==> config.mk <==
export PLATFORM = sky130hd
export DESIGN_NAME = escalonador_recurso
export DESIGN_NICKNAME = d
export VERILOG_FILES = /design/src/rtl/escalonador_recurso.sv
export SDC_FILE = /design/constraint.sdc
export NUM_CORES = 1
export LEC_CHECK = 0
export ABC_AREA = 1
export CAP_MARGIN = 20
export CORE_MARGIN = 2
export CORE_UTILIZATION = 40
export DETAILED_ROUTE_END_ITERATION = 16
export PLACE_DENSITY_LB_ADDON = 0.08
export SYNTH_ARGS = -nofsm -noshare
export SYNTH_HDL_FRONTEND = slang
export SYNTH_SLANG_ARGS = --single-unit
==> constraint.sdc <==
create_clock -name clk -period 1.8 [get_ports clk]
set_input_delay 0.18 -clock clk [delete_from_list [all_inputs] [get_ports clk]]
set_output_delay 0.18 -clock clk [all_outputs]
set_load 0.005 [all_outputs]
==> src/rtl/escalonador_recurso.sv <==
// Two-requester resource scheduler with profile priority, tie alternation,
// anti-starvation forcing and bounded grant slots.
module escalonador_recurso #(
   parameter int SLOT_CYCLES = 8,
   parameter int MAX_CONSEC  = 3
) (
   input  logic        clk,
   input  logic        rst,
   input  logic        req01,
   input  logic        req02,
   input  logic [2:0]  perfil01,
   input  logic [2:0]  perfil02,
   input  logic [2:0]  func01,
   input  logic [2:0]  func02,
   output logic        gnt01,
   output logic        gnt02,
   output logic [11:0] out,
   output logic        LED_r,
   output logic        LED_g,
   output logic        LED_b,
   output logic [1:0]  estado
);

   typedef enum logic [1:0] {
      IDLE        = 2'd0,
      GRANT01     = 2'd1,
      GRANT02     = 2'd2,
      GRANT_AMBOS = 2'd3
   } estado_t;

   localparam logic [7:0] SLOT_LAST = 8'(SLOT_CYCLES - 1);
   localparam logic [7:0] CONSEC_MAX = 8'(MAX_CONSEC);

   estado_t     estado_q, estado_d;
   logic        gnt01_q, gnt01_d;
   logic        gnt02_q, gnt02_d;
   logic [11:0] out_q, out_d;
   logic        led_r_q, led_r_d;
   logic        led_g_q, led_g_d;
   logic        led_b_q, led_b_d;
   logic [7:0]  slot_q, slot_d;
   logic [7:0]  consec_q, consec_d;
   logic        last02_q, last02_d;

   logic [1:0]  nivel01;
   logic [1:0]  nivel02;
   logic        conflito;
   logic        win01;
   logic        keep01;
   logic        keep02;
   logic        expira;

   function automatic logic [1:0] nivel(input logic [2:0] p);
      logic [1:0] n;
      n = 2'd0;
      if (p[2])
         n = 2'd3;
      else if (p[1])
         n = 2'd2;
      else if (p[0])
         n = 2'd1;
      return n;
   endfunction

   assign nivel01  = nivel(perfil01);
   assign nivel02  = nivel(perfil02);
   assign conflito = req01 & req02 & (|(func01 & func02));

   // last02_q=1 means IE02 won the last conflict, so IE01 is "the other side"
   always_comb begin
      win01 = last02_q;
      if (consec_q == CONSEC_MAX)
         win01 = last02_q;
      else if (nivel01 > nivel02)
         win01 = 1'b1;
      else if (nivel01 < nivel02)
         win01 = 1'b0;
   end

   assign keep01 = gnt01_q & req01;
   assign keep02 = gnt02_q & req02;
   assign expira = (slot_q == SLOT_LAST);

   always_comb begin
      estado_d = estado_q;
      gnt01_d  = gnt01_q;
      gnt02_d  = gnt02_q;
      out_d    = out_q;
      slot_d   = slot_q;
      consec_d = consec_q;
      last02_d = last02_q;
      case (estado_q)
         IDLE: begin
            gnt01_d = 1'b0;
            gnt02_d = 1'b0;
            out_d   = 12'd0;
            slot_d  = 8'd0;
            if (conflito) begin
               last02_d = ~win01;
               if (win01 == ~last02_q)
                  consec_d = consec_q + 8'd1;
               else
                  consec_d = 8'd1;
               if (win01) begin
                  estado_d   = GRANT01;
                  gnt01_d    = 1'b1;
                  out_d[5:0] = {func01, perfil01};
               end else begin
                  estado_d    = GRANT02;
                  gnt02_d     = 1'b1;
                  out_d[11:6] = {func02, perfil02};
               end
            end else if (req01 && req02) begin
               estado_d = GRANT_AMBOS;
               gnt01_d  = 1'b1;
               gnt02_d  = 1'b1;
               out_d    = {func02, perfil02, func01, perfil01};
            end else if (req01) begin
               estado_d   = GRANT01;
               gnt01_d    = 1'b1;
               out_d[5:0] = {func01, perfil01};
            end else if (req02) begin
               estado_d    = GRANT02;
               gnt02_d     = 1'b1;
               out_d[11:6] = {func02, perfil02};
            end
         end
         GRANT01, GRANT02, GRANT_AMBOS: begin
            // a released side stays released until the slot ends
            if (expira || !(keep01 || keep02)) begin
               estado_d = IDLE;
               gnt01_d  = 1'b0;
               gnt02_d  = 1'b0;
               out_d    = 12'd0;
               slot_d   = 8'd0;
            end else begin
               gnt01_d = keep01;
               gnt02_d = keep02;
               out_d   = out_q & {{6{keep02}}, {6{keep01}}};
               slot_d  = slot_q + 8'd1;
            end
         end
         default: estado_d = IDLE;
      endcase
      led_b_d = gnt01_d & ~gnt02_d;
      led_r_d = gnt02_d & ~gnt01_d;
      led_g_d = gnt01_d & gnt02_d;
   end

   always_ff @(posedge clk) begin
      if (rst) begin
         estado_q <= IDLE;
         gnt01_q  <= 1'b0;
         gnt02_q  <= 1'b0;
         out_q    <= 12'd0;
         led_r_q  <= 1'b0;
         led_g_q  <= 1'b0;
         led_b_q  <= 1'b0;
         slot_q   <= 8'd0;
         consec_q <= 8'd0;
         last02_q <= 1'b1;
      end else begin
         estado_q <= estado_d;
         gnt01_q  <= gnt01_d;
         gnt02_q  <= gnt02_d;
         out_q    <= out_d;
         led_r_q  <= led_r_d;
         led_g_q  <= led_g_d;
         led_b_q  <= led_b_d;
         slot_q   <= slot_d;
         consec_q <= consec_d;
         last02_q <= last02_d;
      end
   end

   assign estado = estado_q;
   assign gnt01  = gnt01_q;
   assign gnt02  = gnt02_q;
   assign out    = out_q;
   assign LED_r  = led_r_q;
   assign LED_g  = led_g_q;
   assign LED_b  = led_b_q;

endmodule

# Word-level counts from Yosys, hierarchy flattened
# Cells that the tools add are included.
# totals
input_bits	16
out_inout_bits	19
elab_cells	85
ff_bits	36
# classes
n_eq_ne	8
bitwise	13
reduce_logical	9
muxes	41
add_sub_neg	2
magnitude_cmp	2
# ops
cell	n
$mux W12	3
$mux W6	5
$pmux W12 S2	1
$mux W2	10
$add A8 B1 Y8 const B	2
$mux W1	16
$mux W8	2
$pmux W8 S2	1
$and A12 B12 Y12	1
$eq A8 B2 Y1 const B	1
$eq A8 B3 Y1 const B	1
$and A1 B1 Y1	7
$reduce_or A3 Y1	2
$ne A5 B5 Y1 const B	1
$eq A2 B2 Y1 const B	2
$not A1 Y1	4
$pmux W1 S2	2
$pmux W2 S2	1
$reduce_and A2 Y1	2
$and A3 B3 Y3	1
$eq A2 B1 Y1 const B	1
$gt A2 B2 Y1	1
$logic_not A2 Y1	1
$logic_or A1 B1 Y1	2
5 further kinds	5

# Longest topological paths before layout
# depth
ltp_word	12
ltp_mapped	14

# Worst setup path after synthesis
# OpenSTA, ideal clock, no wires.
# synth_path
path_type	in2reg
start	input port perfil01[1]
end	register gnt01_q, in the netlist gnt01
path_stages	12
t_arrival_ns	1.403
path_buffers	0
path_slack_ns	0.287
setup_ns	0.111
cell_sequence	or2_2 ha_1 nand2_1 nand2_1 o21ai_2 nand2_2 nand2_2 nand2_4 nand2_4 nand2_4 nand2_4 inv_1
# synth_via
elab_chain_cells	9
word_cells_on_any_way	10
classes_between	2 x order compare; 8 x mux
# synth_rtl
item	line	text
from (decl)	11	input logic [2:0] perfil01,
$mux W2 (*)	58	else if (p[1])
$mux W2 (*)	56	if (p[2])
$lt A2 B2 Y1	76	else if (nivel01 < nivel02)
$mux W1	76	
$mux W1 (*)	74	else if (nivel01 > nivel02)
$mux W1 (*)	72	if (consec_q == CONSEC_MAX)
$mux W1 (*)	104	if (win01) begin
$mux W1 (*)	98	if (conflito) begin
$pmux W1 S2 (*)	92	case (estado_q)
to (signal assigned)	164	gnt01_q <= gnt01_d;
to (decl)	35	logic gnt01_q, gnt01_d;
# Mark *: on every way between the ends. The rest lies on a longest branch, timed or not.
# A chain may end at the register's enable or synchronous reset.

# Final worst setup path
# layout_path
start	input port perfil01[2]
end	register gnt01_q, in the netlist gnt01
# layout_via
elab_chain_cells	8
word_cells_on_any_way	9
classes_between	2 x order compare; 7 x mux
# layout_rtl
item	line
$mux W2 (*)	56
$lt A2 B2 Y1	76
$mux W1	76
$mux W1 (*)	74
$mux W1 (*)	72
$mux W1 (*)	104
$mux W1 (*)	98
$pmux W1 S2 (*)	92
# Marked as above.

==> results.cfg <==
[floorplanning]
num_rows = 24
die_h_um = 70.2
die_area_mm2 = 0.00493
ioPinCount = 35
initial_core_util_pct = 40.9
core-area_mm2 = 0.00429
die_w_um = 70.2

[worst_hold_path]
min_path_type = in -> reg
hold_path.startpoint = perfil01[1]
hold_path_depth = 4
worstHoldEndpoint = out[1]

[timing]
max_slew.worst_pin.slew_ns = 0.370
relSlewSlack_pct = 75.4
rsz0062_at_grt = no
slew_violations = 0
clock_skew_ns = 0.00456
whs_ns = 0.351
timing.fmax_mhz = 591
setup_violations = 0
post-route-min-period_ns = 1.69
min_period_over_period_pct = 94.0
hold_viol_final = 0

[grt]
grt_usage_pct = 15.9
grt_pass1_vias = 1485
grt-ovfl-total = 0
antenna_found_initial = 0
grt_max_degree = 14
grt_pass1_wl_um = 6350

[critical_path]
critPathRequiredTime_ns = 1.98
r2r-end = gnt01
r2r-start = consec_q[0]
rr_worst_depth = 10
critPathArrivalTime_ns = 1.88
r2r_slack_ns = 0.19
worstSetupPathType = in -> reg
cp_max_fo = 7
worst_setup_path_start_kind = input port
crit_path_end_kind = flop

[placed_design]
gp_congestion = 0.781
hpwl_um = 2880
place_area_mm2 = 0.00221
placed_cells = 318
io_buffer_count = 34

[finish]
drive_above_1_share_pct = 14.7
layoutNonFillerInstCount = 325
nets = 293
post-route-cell-area_mm2 = 0.00232
layout_common_cells = dfxtp_1 (36), nand2_1 (36), nand3_1 (34), clkdlybuf4s50_1 (33), inv_1 (29)
utilization_pct = 54.1
synthToLayoutAreaGrowth_pct = 32.3
antenna_cells = 0

[synth]
yosys_warnings = 0
ys.flop_type = dfxtp_1
synthCells = 226
synth_area_mm2 = 0.00175
synth_edf_count = 0
ys_seq_area_share_pct = 41.1
synth_cell_type_count = 32
avgSynthCellArea_um2 = 7.76
synth-async-reset-ratio_pct = 0
syn_nets = 246
ys_seq_elements = 36

[clocking]
clock_sinks = 36
insertion_delay_ns = 0.28
cts_hold_buf = 0
cts_setup_buffers = 0
clk_pin_slew_ns = 0.07
numCtsBuffers = 5
post_cts_resized = 0
cts_root_buf = clkbuf_8
ctsHtreeMaxLevel = 2
clk_path_buf_depth = 2
cts_tree = built

[routing]
wire_per_inst_um = 10.9
dr.pass1.iters = 4
vias = 1527
ant_nets = 0
routed_wl_um = 3530
vias_per_cell = 4.70
drt_iter0_drc = 40
drc = 0

[power_and_ir_drop]
finalPower_mw = 1.65
share_seq_of_total_power_pct = 51.0
swShare_pct = 25.4
peakVddDrop_mv = 0.440
p_sw_uw = 421
internal_power_mw = 1.23
p_per_area_mw_per_mm2 = 712
comb_power_share_pct = 17.5
p_clk_share_pct = 31.5
leakage_nw = 0.964

[run_status]
status = complete, no violations

[job]
cap_violations = 0
## area by class of cell
cell class	count	area, µm²
Fill cell	447	1970
Multi-Input combinational cell	159	946
Sequential cell	36	721
Timing Repair Buffer	42	403
Inverter	29	109
Clock buffer	6	72.6
Tap cell	52	65.1
Clock inverter	1	5.00
## sequential cells by signal, indices dropped and copies added (netlist names)
| register | flops |
|---|---|
| out | 12 |
| consec_q | 8 |
| slot_q | 8 |
| estado | 2 |
| LED_b | 1 |
| LED_g | 1 |
| LED_r | 1 |
| gnt01 | 1 |
| gnt02 | 1 |
| last02_q | 1 |
## metrics by stage
step / setup slack (ns) / setup TNS [ns]
after global placement: -0.259 / -5.06
after CTS: 0.0216 / 0
after floorplan: 0.287 / 0
after detailed placement: -0.287 / -5.70
final: 0.107 / 0
after global routing: 0.0324 / 0
## cells in the mapped netlist (3+ instances only)
cell type,count,area [µm²]
nor2_1,25,93.8
nand2_1,37,139
inv_1,29,109
a21oi_1,16,80.1
nand2_4,6,67.6
dfxtp_1,36,721
xor2_1,6,52.6
nand2_2,5,31.3
nand3_1,34,170
nor2_2,3,18.8
ha_1,4,50.1
## routing by layer
layer | part of all wire [%] | vias up | GRT usage [%]
met2 | 50 | 17 | 26.5
met3 | 3.4 | 2 | 4.62
met1 | 46 | 686 | 19.8
met5 | 0 | - | 0
met4 | 0.45 | 0 | 4.49
li1 | - | 822 | -
## cell families after synthesis
group	share of synthesized area [%]
compound gates	7.56
xor+xnor	3.50
fa+ha+maj	2.85
buf+inv	6.85
flops	41.1
mux	0.571
simple gates	37.6
## power by group through the flow
| stage | registers [mW] | clock network, mW | logic, mW |
|---|---|---|---|
| after floorplan | 0.862 | 0 | 0.151 |
| after global placement | 0.862 | 0 | 0.283 |
| after detailed placement | 0.862 | 0 | 0.283 |
| after CTS | 0.843 | 0.550 | 0.285 |
| after global routing | 0.846 | 0.580 | 0.322 |
| final | 0.843 | 0.520 | 0.289 |
## worst max-delay path, cell delays in order
cell	delay, ns
clkdlybuf4s50_1	0.44
or2_4	0.26
ha_4	0.27
nand2_2	0.06
o21ai_2	0.16
nand2_2	0.10
nand2_2	0.09
nand2_4	0.09
nand2_4	0.08
nand2_4	0.05
nand2_4	0.07
inv_1	0.03
## worst max-delay path by stage
stage,startpoint,end
3_3_place_gp,perfil01[1],gnt02
5_1_grt,slot_q[0],out[6]
4_1_cts,perfil01[1],gnt02
3_5_place_dp,perfil01[1],gnt02
6_report,perfil01[2],gnt01
2_1_floorplan,perfil01[1],gnt01
No activity file was read; power rests on OpenSTA's default activity.
